File: config.mk
export PLATFORM = sky130hd
export DESIGN_NAME = sram_arbiter
export DESIGN_NICKNAME = d
export VERILOG_FILES = /design/src/rtl/sram_arbiter.sv
export SDC_FILE = /design/constraint.sdc
export NUM_CORES = 1
export LEC_CHECK = 0
export CAP_MARGIN = 30
export CELL_PAD_IN_SITES_DETAIL_PLACEMENT = 2
export CELL_PAD_IN_SITES_GLOBAL_PLACEMENT = 2
export CORE_ASPECT_RATIO = 1.4
export CORE_MARGIN = 2
export CORE_UTILIZATION = 24
export DETAILED_ROUTE_END_ITERATION = 8
export PLACE_DENSITY_LB_ADDON = 0.1
export SLEW_MARGIN = 0
export SYNTH_ARGS = -nofsm -noshare
export SYNTH_HDL_FRONTEND = slang
export SYNTH_SLANG_ARGS = --single-unit
File: constraint.sdc
create_clock -name i_clk -period 4.02 [get_ports i_clk]
set_clock_uncertainty 0.05 [all_clocks]
set_input_delay 0.603 -clock i_clk [delete_from_list [all_inputs] [get_ports i_clk]]
set_output_delay 0.603 -clock i_clk [all_outputs]
set_load 0.05 [all_outputs]
File: src/rtl/sram_arbiter.sv
// sram_arbiter: two-master round-robin sequencer for an external async 8-bit SRAM.
// Each transfer walks IDLE -> SETUP -> ACCESS (WAIT_CYCLES) -> DONE -> IDLE.
// Every strobe and data output is a flop, so the pins carry no combinational glitches.
module sram_arbiter #(
  parameter int ADDR_W      = 18,
  parameter int WAIT_CYCLES = 1
) (
  input  logic              i_clk,
  input  logic              i_reset,
  input  logic              i_m0_cs,
  input  logic              i_m0_we,
  input  logic [ADDR_W-1:0] i_m0_addr,
  input  logic [7:0]        i_m0_dat,
  output logic [7:0]        o_m0_dat,
  output logic              o_m0_ack,
  input  logic              i_m1_cs,
  input  logic              i_m1_we,
  input  logic [ADDR_W-1:0] i_m1_addr,
  input  logic [7:0]        i_m1_dat,
  output logic [7:0]        o_m1_dat,
  output logic              o_m1_ack,
  output logic [ADDR_W-1:0] o_sram_addr,
  output logic [7:0]        o_sram_dat,
  output logic              o_sram_dat_oe,
  input  logic [7:0]        i_sram_dat,
  output logic              o_sram_cs_n,
  output logic              o_sram_oe_n,
  output logic              o_sram_we_n,
  output logic              o_busy
);

  localparam int CNT_W = (WAIT_CYCLES > 1) ? $clog2(WAIT_CYCLES) : 1;

  typedef enum logic [1:0] {IDLE, SETUP, ACCESS, DONE} state_t;

  state_t            state;
  logic              last_grant;  // master served most recently
  logic              gnt;         // master owning the current transfer
  logic              lat_we;      // direction of the current transfer
  logic [CNT_W-1:0]  cnt;

  logic              pick;
  logic              req_any;
  logic              sel_we;
  logic [ADDR_W-1:0] sel_addr;
  logic [7:0]        sel_dat;

  // Arbitration: a lone requester wins; on a tie the master not served last wins.
  always_comb begin
    pick = 1'b0;
    if (i_m0_cs && i_m1_cs) pick = ~last_grant;
    else if (i_m1_cs)       pick = 1'b1;
    req_any  = i_m0_cs | i_m1_cs;
    sel_we   = pick ? i_m1_we   : i_m0_we;
    sel_addr = pick ? i_m1_addr : i_m0_addr;
    sel_dat  = pick ? i_m1_dat  : i_m0_dat;
  end

  // Transfer sequencer; the address/data/we of the winner are captured at grant,
  // so later changes on the master side cannot disturb an ongoing cycle.
  always_ff @(posedge i_clk) begin
    if (i_reset) begin
      state         <= IDLE;
      last_grant    <= 1'b1;
      gnt           <= 1'b0;
      lat_we        <= 1'b0;
      cnt           <= '0;
      o_sram_addr   <= '0;
      o_sram_dat    <= '0;
      o_sram_dat_oe <= 1'b0;
      o_sram_cs_n   <= 1'b1;
      o_sram_oe_n   <= 1'b1;
      o_sram_we_n   <= 1'b1;
      o_m0_ack      <= 1'b0;
      o_m1_ack      <= 1'b0;
      o_m0_dat      <= '0;
      o_m1_dat      <= '0;
      o_busy        <= 1'b0;
    end else begin
      o_m0_ack <= 1'b0;
      o_m1_ack <= 1'b0;
      case (state)
        IDLE: begin
          if (req_any) begin
            state         <= SETUP;
            gnt           <= pick;
            last_grant    <= pick;
            lat_we        <= sel_we;
            o_sram_addr   <= sel_addr;
            o_sram_dat    <= sel_dat;
            o_sram_cs_n   <= 1'b0;
            o_sram_oe_n   <= sel_we;   // reads open the output buffer right away
            o_sram_we_n   <= 1'b1;     // writes get one cycle of address setup
            o_sram_dat_oe <= sel_we;
            o_busy        <= 1'b1;
          end
        end
        SETUP: begin
          state <= ACCESS;
          cnt   <= CNT_W'(WAIT_CYCLES - 1);
          if (lat_we) o_sram_we_n <= 1'b0;
        end
        ACCESS: begin
          if (cnt == '0) begin
            state <= DONE;
            if (lat_we) begin
              // release the strobe but keep cs, address and data for hold time
              o_sram_we_n <= 1'b1;
            end else begin
              o_sram_cs_n <= 1'b1;
              o_sram_oe_n <= 1'b1;
              if (gnt) o_m1_dat <= i_sram_dat;
              else     o_m0_dat <= i_sram_dat;
            end
            if (gnt) o_m1_ack <= 1'b1;
            else     o_m0_ack <= 1'b1;
          end else begin
            cnt <= cnt - CNT_W'(1);
          end
        end
        DONE: begin
          state         <= IDLE;
          o_sram_cs_n   <= 1'b1;
          o_sram_oe_n   <= 1'b1;
          o_sram_we_n   <= 1'b1;
          o_sram_dat_oe <= 1'b0;
          o_busy        <= 1'b0;
        end
        default: state <= IDLE;
      endcase
    end
  end

endmodule
# Yosys cells after proc, flatten, opt, wreduce, memory -nomap -nowiden
# Cells that the tools add are included.
# op_classes
addsub	1
reduce_logical	13
muxes	25
n_eq_ne	8
bitwise	6
# op_table
op	count
2-to-1 mux 18 bit	1
AND reduction 4 bit	4
2-to-1 mux 1 bit	14
inequality test 2 bit, second input constant	5
2-to-1 mux 8 bit	1
case mux 2 bit (4 select lines)	1
case mux 1 bit (2 select lines)	3
case mux 1 bit (3 select lines)	2
AND reduction 2 bit	3
inverter 1 bit	5
equality test 2 bit, second input constant	2
2-to-1 mux 2 bit	2
case mux 1 bit (4 select lines)	1
nonzero test 2 bit	2
nonzero test 3 bit	1
OR reduction 3 bit	1
equality test 2 x 1 -> 1 bit, second input constant	1
zero test 2 bit	1
logical AND 1 bit	1
OR 1 bit	1
subtractor 1 bit, second input constant	1
# totals
in_bits	66
output_inout_bits	49
regBits	55
word_cells	69

# Depth between registers and ports, before layout
# Gate-level depths: netlist of the first run.
# logic_depth
word_depth	5
ltp_mapped	7
ltp_nobuf	5

# Least setup slack after synthesis of the first run
# Ideal clock, no wire load.
# synth_timing
kind	flip-flop to flip-flop
from	reg state[0]
to	reg o_sram_oe_n
arrival_time_ns	1.435
synth_period_minus_slack_ns	1.625
slack_ns	2.395
path_stages_with_launch	6
setup_ns	0.140
path_cell_list	dfxtp_1 > inv_1 > ha_1 > or3b_2 > a211oi_1 > a41oi_1
# synth_between
elab_chain_len	3
elab_cells_between_ends	9
cone_classes	eq/ne: 5; mux: 1; reduce/logical: 3
# synth_rtl
item	line_no	rtl
start, declared	36	state_t state;
start signal, assigned	63	state <= IDLE;
start signal, assigned	85	state <= SETUP;
start signal, assigned	99	state <= ACCESS;
equality test 2 bit or zero test 2 bit (tied branches)	82	case (state)
inequality test 2 bit (no source line) or nonzero test 3 bit (tied branches)	-	
AND reduction 4 bit (no source line)	-	
end signal, assigned	92	o_sram_oe_n <= sel_we;
end, declared	27	output logic o_sram_oe_n,
# Parallel ways exist; a longest one is shown, timed or not.
# A chain may end at the register's enable or synchronous reset.

# Worst setup path after layout of the first run
# layout_timing
from	in i_m1_cs
to	reg o_sram_dat[2]
# layout_between
elab_chain_len	3
elab_cells_between_ends	6
cone_classes	mux: 3; bitwise: 1; reduce/logical: 2
# layout_rtl
item	line_no	rtl
start, declared	16	input logic i_m1_cs,
2-to-1 mux 1 bit or logical AND 1 bit (tied branches)	52, 51	
2-to-1 mux 1 bit	51	if (i_m0_cs && i_m1_cs) pick = ~last_grant;
2-to-1 mux 8 bit	56	sel_dat = pick ? i_m1_dat : i_m0_dat;
end signal, assigned	90	o_sram_dat <= sel_dat;
end, declared	23	output logic [7:0] o_sram_dat,
# Parallel ways exist; a longest one is shown, timed or not.

==> results of run 1 <==
kinds of logic after synthesis:
family	count (synthesis)
adder cells (fa/ha/maj)	6
multiplexers	43
buffers and inverters	22
flip-flops	54
AO/OA/AOI/OAI	48
AND/OR/NAND/NOR	59
cell type report:
| cell class | count | area, um2 |
|---|---|---|
| Clock inverter | 3 | 40.0 |
| Multi-Input combinational cell | 156 | 1120 |
| Clock buffer | 5 | 125 |
| Fill cell | 1036 | 5720 |
| Timing Repair Buffer | 117 | 1170 |
| Inverter | 5 | 18.8 |
| Tap cell | 110 | 138 |
| Sequential cell | 54 | 1080 |
layer usage:
layer | routed length, um | vias to the layer above | GRT usage [%]
met4 | 106 | 0 | 4.69
met3 | 415 | 6 | 4.54
met2 | 3890 | 63 | 26.8
met5 | 0 | - | 0
li1 | - | 1035 | -
met1 | 2470 | 1029 | 13.2
placed cells by master, fill, tap and decap left out, types with 2 or more instances in the layout:
| cell | synthesis | routed |
|---|---|---|
| nor2_1 | 45 | 45 |
| mux2i_1 | 43 | 43 |
| clkinv_2 | 0 | 2 |
| buf_4 | 1 | 2 |
| nor3b_1 | 3 | 2 |
| dfxtp_1 | 54 | 54 |
| a211oi_1 | 29 | 29 |
| clkbuf_16 | 0 | 5 |
| a21oi_1 | 6 | 6 |
| o21ai_0 | 4 | 4 |
| nor3_1 | 2 | 2 |
| inv_1 | 5 | 5 |
| nand2_1 | 3 | 3 |
| ha_1 | 6 | 6 |
| clkdlybuf4s50_1 | 0 | 113 |
tightest hold or removal path, stage by stage, from the launching register on:
cell and delay [ps]:
dfxtp_1 330, mux2i_1 70, nor2_1 70
through the flow:
| step | total power (uW) | util, % | instances | hold WS, ps |
|---|---|---|---|---|
| detailed placement | 1890 | 37.5 | 442 | 438 |
| floorplan | 1500 | - | 232 | 409 |
| global placement | 1870 | 37.3 | 441 | 424 |
| CTS | 2400 | 39.2 | 450 | 456 |
| finish | 2350 | 39.2 | 450 | 449 |
| global route | 2500 | 39.2 | 450 | 478 |
sequential cells by signal (all words and copies together), names as in the netlist, 2 cells and up:
signal and count:
o_m0_dat 8, o_m1_dat 8, o_sram_addr 18, o_sram_dat 8, state 2
power by group:
group | total [uW] | internal (uW) | switching, uW
clock | 490 | 292 | 198
sequential | 741 | 663 | 77.9
combinational | 1120 | 409 | 712
worst paths after layout:
kind	start	end	depth (start not counted)	slack, ps
setup / recovery	i_m1_cs	o_sram_dat[2]$_SDFFE_PP0P_	5	1590
hold / removal	o_m1_dat[7]$_SDFFE_PP0P_	o_m1_dat[7]$_SDFFE_PP0P_	2	450
hold reg to reg	o_m1_dat[7]$_SDFFE_PP0P_	o_m1_dat[7]$_SDFFE_PP0P_	2	450
setup reg to reg	state[0]$_SDFFE_PP0P_	o_sram_addr[3]$_SDFFE_PP0P_	6	1780
==> results.yml, run 1 <==
outcome:
  status: "complete, no violations"
synth:
  ys_top_cells_by_count: "dfxtp_1, nor2_1, mux2i_1, a211oi_1, clkbuf_1"
  post-synth-top-area-cell: "dfxtp_1"
  synth_adder_area_share_pct: 3.27
  netlist_instances: 232
  synthMuxAreaShare_pct: 18.7
  synth_top_area_share_pct: 47.0
  synth_compound_area_share_pct: 14.8
  synthXorXnorAreaFrac_pct: 0
  syn-num-nets: 304
  yosysMostFrequentCell: "dfxtp_1"
  synth-seq-cells: 54
  syn_area_mm2: 0.00230
  ys_seq_area_share_pct: 47.0
  synth_cell_type_count: 30
  synth.avg_cell_area_um2: 9.91
  yosys_warnings: 0
  synth-main-ff-cell: "dfxtp_1"
  synth_edf_count: 0
  synth_area_leaders: "dfxtp_1, mux2i_1, a211oi_1, nor2_1, ha_1"
  synthArstFlopShare_pct: 0
  synth-simple-area-share_pct: 11.3
  synth_top_family_by_area: "multiplexers"
floorplanning:
  die_area_mm2: 0.0104
  ios: 115
  fp.coreArea_mm2: 0.00941
  initial_core_util_pct: 24.4
  rows: 42
  die_y_um: 120
  die_x_um: 86.7
timing:
  finalHoldViolations: 0
  finalCritPeriodShare_pct: 60.5
  slew_violations: 0
  worst_slack_ps: 1590
  clock.fmax_mhz: 411
  setup_viol: 0
  rsz0062_at_grt: "false"
  period_minus_slack_ps: 2430
  fin_setup_tns_ps: 0
  worstMarginPinSlew_ps: 926
  slew_headroom_pct: 38.0
clock_network:
  cts_buffers: 5
  clkTransAtPathRegs_ps: 70
  clk_latency_ps: 290
  clockBufferDepth: 2
  holdBufCountCts: 0
  cts-root-buf: "clkbuf_16"
  htreeDepth: 2
  cts_tree: "yes"
  postCtsSetupBuffers: 0
  ctsResizeCount: 0
  cts_sinks: 54
final_layout:
  final_area_mm2: 0.00369
  antennaDiodeCount: 0
  fin_nets: 411
  drive_above_1_share_pct: 5.00
  area_delta_synth_final_pct: 60.6
worst_setup_path:
  start_kind: "input pin"
  path_max_fanout: 17
  slowest_stage: "a21boi_4"
  worstPathRequired_ps: 4110
  end_kind: "flip-flop"
  arrival_ps: 2520
  critPathBufInv: 2
  crit_chain: "clkdlybuf4s50_1 > a21boi_4 > buf_4 > mux2i_1 > a211oi_1"
  path_delay_family: "buffers and inverters"
  critPathKind: "in -> reg"
  slowest_delay_ps: 670
routing:
  wirelength_mm: 6.88
  drtPass1Iterations: 4
  drt_iter0_drc: 40
  detail_route.vias_per_cell: 4.74
  wl_per_cell_um: 15.3
  route.detailed.drc: 0
  via_count: 2133
  postRouteAntennaNets: 0
grt:
  grt_overflow_total: 0
  grt_pass1_wl_mm: 11.1
  antenna_found_initial: 0
  grt_pass1_vias: 2268
  grt_max_degree: 40
  grtUsageTotal_pct: 13.8
placed_design:
  place_ws_ps: 1220
  hpwl_mm: 5.20
  placed_area_mm2: 0.00353
  gp_congestion: 0.676
  numPortBuffers: 114
flow_run:
  cap_viol_max_count: 0
power_and_ir_drop:
  p_per_area_mw_per_mm2: 638
  p_leak_uw: 0.00143
  ir_drop_mv: 0.202
worst_hold_path:
  hp-class: "reg -> reg"
Power figures use the tool's default switching activity.
==> run 2: changes to the inputs <==
--- a/config.mk
+++ b/config.mk
@@ -10,7 +10,7 @@
 export CELL_PAD_IN_SITES_GLOBAL_PLACEMENT = 2
 export CORE_ASPECT_RATIO = 1.4
 export CORE_MARGIN = 2
-export CORE_UTILIZATION = 24
+export CORE_UTILIZATION = 23
 export DETAILED_ROUTE_END_ITERATION = 8
 export PLACE_DENSITY_LB_ADDON = 0.1
 export SLEW_MARGIN = 0
==> constraint.sdc (replaced) <==
create_clock -name i_clk -period 2.3 [get_ports i_clk]
set_clock_uncertainty 0.05 [all_clocks]
set_input_delay 0.345 -clock i_clk [delete_from_list [all_inputs] [get_ports i_clk]]
set_output_delay 0.345 -clock i_clk [all_outputs]
set_load 0.05 [all_outputs]
==> results.yml, run 2 (synthesis gave the netlist of run 1 again) <==
final_layout:
  final_cell_mix: "clkdlybuf4s50_1, dfxtp_1, nor2_1"
  largest_reg_flops: 18
  final_common_cell: "clkdlybuf4s50_1"
  drive_above_1_share_pct: 6.38
  fillers: 1072
  antennaDiodeCount: 0
  fin_nets: 416
  instances_no_fill: 480
  regMostFlops: "o_sram_addr"
  area_delta_synth_final_pct: 63.9
worst_hold_path:
  hp-class: "in -> reg"
  min_to: "o_m0_dat[7]$_SDFFE_PP0P_"
  whs_path_depth: 2
  hold_start: "i_reset"
timing:
  clock.fmax_mhz: 538
  fin_setup_tns_ps: 0
  setup_viol: 0
  period_minus_slack_ps: 1860
  slew_violations: 0
  slew_headroom_pct: 62.7
  finalHoldViolations: 0
  finalCritPeriodShare_pct: 80.9
  worstMarginPinSlew_ps: 559
  worst_hold_slack_ps: 441
  rsz0062_at_grt: "false"
routing:
  via_count: 2135
  drtPass1Iterations: 4
  drt_iter0_drc: 24
  route.detailed.drc: 0
  wl_per_cell_um: 14.3
  postRouteAntennaNets: 0
  wirelength_mm: 6.89
  detail_route.vias_per_cell: 4.45
worst_setup_path:
  end_kind: "output port"
  start_kind: "flip-flop"
  arrival_ps: 1470
  worstPathRequired_ps: 1900
  r2r_end: "o_sram_oe_n$_SDFFE_PP1P_"
  path_delay_family: "buffers and inverters"
  rr_worst_depth: 5
  r2r_slack_ps: 440
  slowest_delay_ps: 830
  critPathBufInv: 1
  path_max_fanout: 2
  startpoint: "o_sram_addr[6]$_SDFFE_PP0P_"
  slowest_stage: "clkdlybuf4s50_1"
  critPathKind: "reg -> out"
  reg2reg_from: "state[1]$_SDFFE_PP0P_"
  crit_chain: "clkdlybuf4s50_1"
power_and_ir_drop:
  p_per_area_mw_per_mm2: 1110
  ir_drop_mv: 0.411
  clkPwrFrac_pct: 21.1
  power_switching_uw: 1740
  p_leak_uw: 0.00146
  swShare_pct: 41.8
  p_int_uw: 2420
  p_comb_share_pct: 47.8
  pwr-share-seq_pct: 31.1
placed_design:
  numPortBuffers: 114
  hpwl_mm: 5.29
  dp_cells: 472
  gp_congestion: 0.665
floorplanning:
  rows: 43
  fp.coreArea_mm2: 0.00985
  die_y_um: 122
  initial_core_util_pct: 23.3
  die_x_um: 88.5
  ios: 115
  die_area_mm2: 0.0108
grt:
  grt_pass1_vias: 2198
  grt_overflow_total: 0
  antenna_found_initial: 0
  grt_pass1_wl_mm: 10.9
  grtUsageTotal_pct: 13.1
  grt_max_degree: 56
flow_run:
  cap_viol_max_count: 0
clock_network:
  postCtsSetupBuffers: 0
  ctsResizeCount: 0
  clkTransAtPathRegs_ps: 70
  cts-root-buf: "clkbuf_16"
  cts_buffers: 5
  clockBufferDepth: 2
  cts_tree: "yes"
  cts_sinks: 54
  clk_latency_ps: 290
  htreeDepth: 2
  holdBufCountCts: 0
outcome:
  status: "complete, no violations"
run 2: area by class of cell:
cell class	instances	area [um2]	share of cell area, %
sequential	54	1080	28.7
timing repair buffer	122	1210	32.1
tap	135	169	4.48
clock inverter	3	47.5	1.26
clock buffer	5	125	3.32
multi-input combinational	156	1120	29.7
inverter	5	18.8	0.498
run 2: power groups by stage:
stage	clock (uW)	sequential (uW)	combinational [uW]
floorplan	0	1970	660
global placement	0	1310	2000
detailed placement	0	1320	2020
CTS	917	1300	2030
global route	963	1330	2140
finish	880	1290	1990
run 2: metrics by stage:
| stage | cell area, um2 | setup slack (ps) | total power, uW | util, % |
|---|---|---|---|---|
| after floorplan | 2300 | 675 | 2630 | - |
| after global placement | 3590 | 336 | 3310 | 36.5 |
| after detailed placement | 3590 | 282 | 3340 | 36.5 |
| after CTS | 3770 | 421 | 4240 | 38.3 |
| after global routing | 3770 | 322 | 4430 | 38.3 |
| final | 3770 | 440 | 4160 | 38.3 |
run 2: worst register-to-register path: cells and delay by family, from the launching register on:
kind / cells / cell delay, ps
simple gates: 1 / 540
flops: 1 / 360
compound gates: 2 / 320
buf+inv: 1 / 130
fa+ha+maj: 1 / 310
run 2: worst max-delay path by stage:
| stage | slack, ps | depth (start not counted) | end |
|---|---|---|---|
| 2_1_floorplan | 670 | 5 | o_sram_oe_n$_SDFFE_PP1P_ |
| 3_3_place_gp | 340 | 5 | o_sram_dat[7]$_SDFFE_PP0P_ |
| 3_5_place_dp | 280 | 5 | o_sram_dat[7]$_SDFFE_PP0P_ |
| 4_1_cts | 420 | 1 | o_m1_dat[6] |
| 5_1_grt | 320 | 5 | o_sram_oe_n$_SDFFE_PP1P_ |
| 6_report | 440 | 1 | o_sram_addr[6] |
run 2: per-layer routing:
layer | routed length, um | vias up | global-route usage (%)
met1 | 2670 | 1018 | 14.3
met4 | 108 | 0 | 3.98
li1 | - | 1043 | -
met2 | 3650 | 67 | 23.5
met5 | 0 | - | 0
met3 | 456 | 7 | 4.64
==> run 3: changes to the inputs <==
==> constraint.sdc (replaced) <==
create_clock -name i_clk -period 1.85 [get_ports i_clk]
set_clock_uncertainty 0.05 [all_clocks]
set_input_delay 0.2775 -clock i_clk [delete_from_list [all_inputs] [get_ports i_clk]]
set_output_delay 0.2775 -clock i_clk [all_outputs]
set_load 0.05 [all_outputs]
==> results.yml, run 3 (synthesis gave the netlist of run 1 again) <==
final_layout:
  regMostFlops: "o_sram_addr"
  drive_above_1_share_pct: 13.6
  fin_util_pct: 38.8
  fin_nets: 425
  final_common_cell: "clkdlybuf4s50_1"
  area_delta_synth_final_pct: 66.1
  instances_no_fill: 489
  final_cell_mix: "clkdlybuf4s50_1, dfxtp_1, nor2_1"
  largest_reg_flops: 18
  antennaDiodeCount: 0
timing:
  clock.fmax_mhz: 557
  worst_slack_ps: 54.8
  worstMarginPinSlew_ps: 530
  rsz0062_at_grt: "false"
  finalCritPeriodShare_pct: 97.0
  worst_hold_slack_ps: 286
  finalHoldViolations: 0
  setup_viol: 0
  slew_violations: 0
  period_minus_slack_ps: 1800
  slew_headroom_pct: 64.5
floorplanning:
  die_x_um: 88.5
  die_area_mm2: 0.0108
  initial_core_util_pct: 23.3
  die_y_um: 122
  fp.coreArea_mm2: 0.00985
  rows: 43
  ios: 115
clock_network:
  clkTransAtPathRegs_ps: 70
  holdBufCountCts: 0
  ctsResizeCount: 0
  cts_tree: "yes"
  cts_buffers: 5
  htreeDepth: 2
  clockBufferDepth: 2
  postCtsSetupBuffers: 0
  cts-root-buf: "clkbuf_16"
  cts_sinks: 54
  clk_latency_ps: 300
power_and_ir_drop:
  clkPwrFrac_pct: 21.1
  p_per_area_mw_per_mm2: 1380
  p_leak_uw: 0.00154
  p_total_uw: 5280
  swShare_pct: 41.7
  power_switching_uw: 2200
  pwr-share-seq_pct: 30.4
  p_int_uw: 3080
  p_comb_share_pct: 48.6
  ir_drop_mv: 0.577
worst_setup_path:
  r2r_end: "o_sram_cs_n$_SDFFE_PP1P_"
  start_kind: "flip-flop"
  path_max_fanout: 2
  worstPathRequired_ps: 1520
  end_kind: "output port"
  slowest_delay_ps: 820
  path_delay_family: "buffers and inverters"
  reg2reg_from: "state[0]$_SDFFE_PP0P_"
  cp.depth: 1
  arrival_ps: 1470
  slowest_stage: "clkdlybuf4s50_1"
  rr_worst_depth: 7
  r2r_slack_ps: 160
  critPathBufInv: 1
  crit_chain: "clkdlybuf4s50_1"
  critPathKind: "reg -> out"
grt:
  grt_pass1_vias: 2183
  grt_use_met2_pct: 23.7
  grt_pass1_wl_mm: 10.9
  grt_overflow_total: 0
  antenna_found_initial: 0
  grtUsageMet1_pct: 14.7
  grtUsageMet3_pct: 4.51
  top_usage_layer: "met2"
  grt_max_degree: 31
  grtUsageTotal_pct: 13.4
placed_design:
  hpwl_mm: 5.36
  place_ws_ps: -19.1
  gp_congestion: 0.694
  dp_cells: 481
  numPortBuffers: 114
worst_hold_path:
  min_to: "state[1]$_SDFFE_PP0P_"
  whs_path_depth: 2
  hold_start: "i_reset"
  hp-class: "in -> reg"
flow_run:
  cap_viol_max_count: 0
routing:
  wl_per_cell_um: 14.4
  via_count: 2145
  drtPass1Iterations: 3
  postRouteAntennaNets: 0
  detail_route.vias_per_cell: 4.39
  wirelength_mm: 7.04
  route.detailed.drc: 0
  drt_iter0_drc: 40
outcome:
  status: "complete, no violations"
-- run 3: cell types whose count changed in the layout (fill, tap and decap cells not counted) --
| cell | previous run | this run |
|---|---|---|
| clkinv_4 | 1 | 0 |
| buf_12 | 1 | 3 |
| clkdlybuf4s50_1 | 113 | 96 |
| inv_6 | 1 | 0 |
| buf_4 | 7 | 31 |
| inv_8 | 0 | 1 |
| clkinvlp_4 | 0 | 1 |
-- run 3: area by class of cell --
class,count,area (um2)
clock buffers,5,125
clock inverters,3,48.8
fillers,1092,6030
inverters,5,18.8
multi-input cells,156,1120
flip-flops and latches,54,1080
well taps,135,169
repair buffers,131,1260
-- run 3: worst max-delay path by stage --
stage                                start                           end
3_5_place_dp                       i_m1_cs  o_sram_addr[11]$_SDFFE_PP0P_
5_1_grt         o_sram_dat[1]$_SDFFE_PP0P_                 o_sram_dat[1]
3_3_place_gp                       i_m1_cs   o_sram_addr[8]$_SDFFE_PP0P_
2_1_floorplan        state[0]$_SDFFE_PP0P_      o_sram_oe_n$_SDFFE_PP1P_
4_1_cts        o_sram_addr[8]$_SDFFE_PP0P_                o_sram_addr[8]
6_report        o_sram_dat[5]$_SDFFE_PP0P_                 o_sram_dat[5]
-- run 3: stage by stage --
step           instance area (um2)  setup TNS (ps)
2_1_floorplan                 2300               0
3_3_place_gp                  3640               0
3_5_place_dp                  3640           -33.6
4_1_cts                       3820               0
5_1_grt                       3820               0
6_report                      3820               0
-- run 3: power by group through the flow --
stage / registers (uW) / clock network (uW) / logic [uW]
6_report: 1600 / 1110 / 2560
5_1_grt: 1650 / 1220 / 2750
4_1_cts: 1610 / 1160 / 2610
3_5_place_dp: 1630 / 0 / 2610
3_3_place_gp: 1620 / 0 / 2570
2_1_floorplan: 2450 / 0 / 821
-- run 3: metal layers --
metal,vias up,share of wire (%)
met4,0,1.4
met1,1011,40
li1,1063,-
met5,-,0
met2,64,52
met3,7,6.7
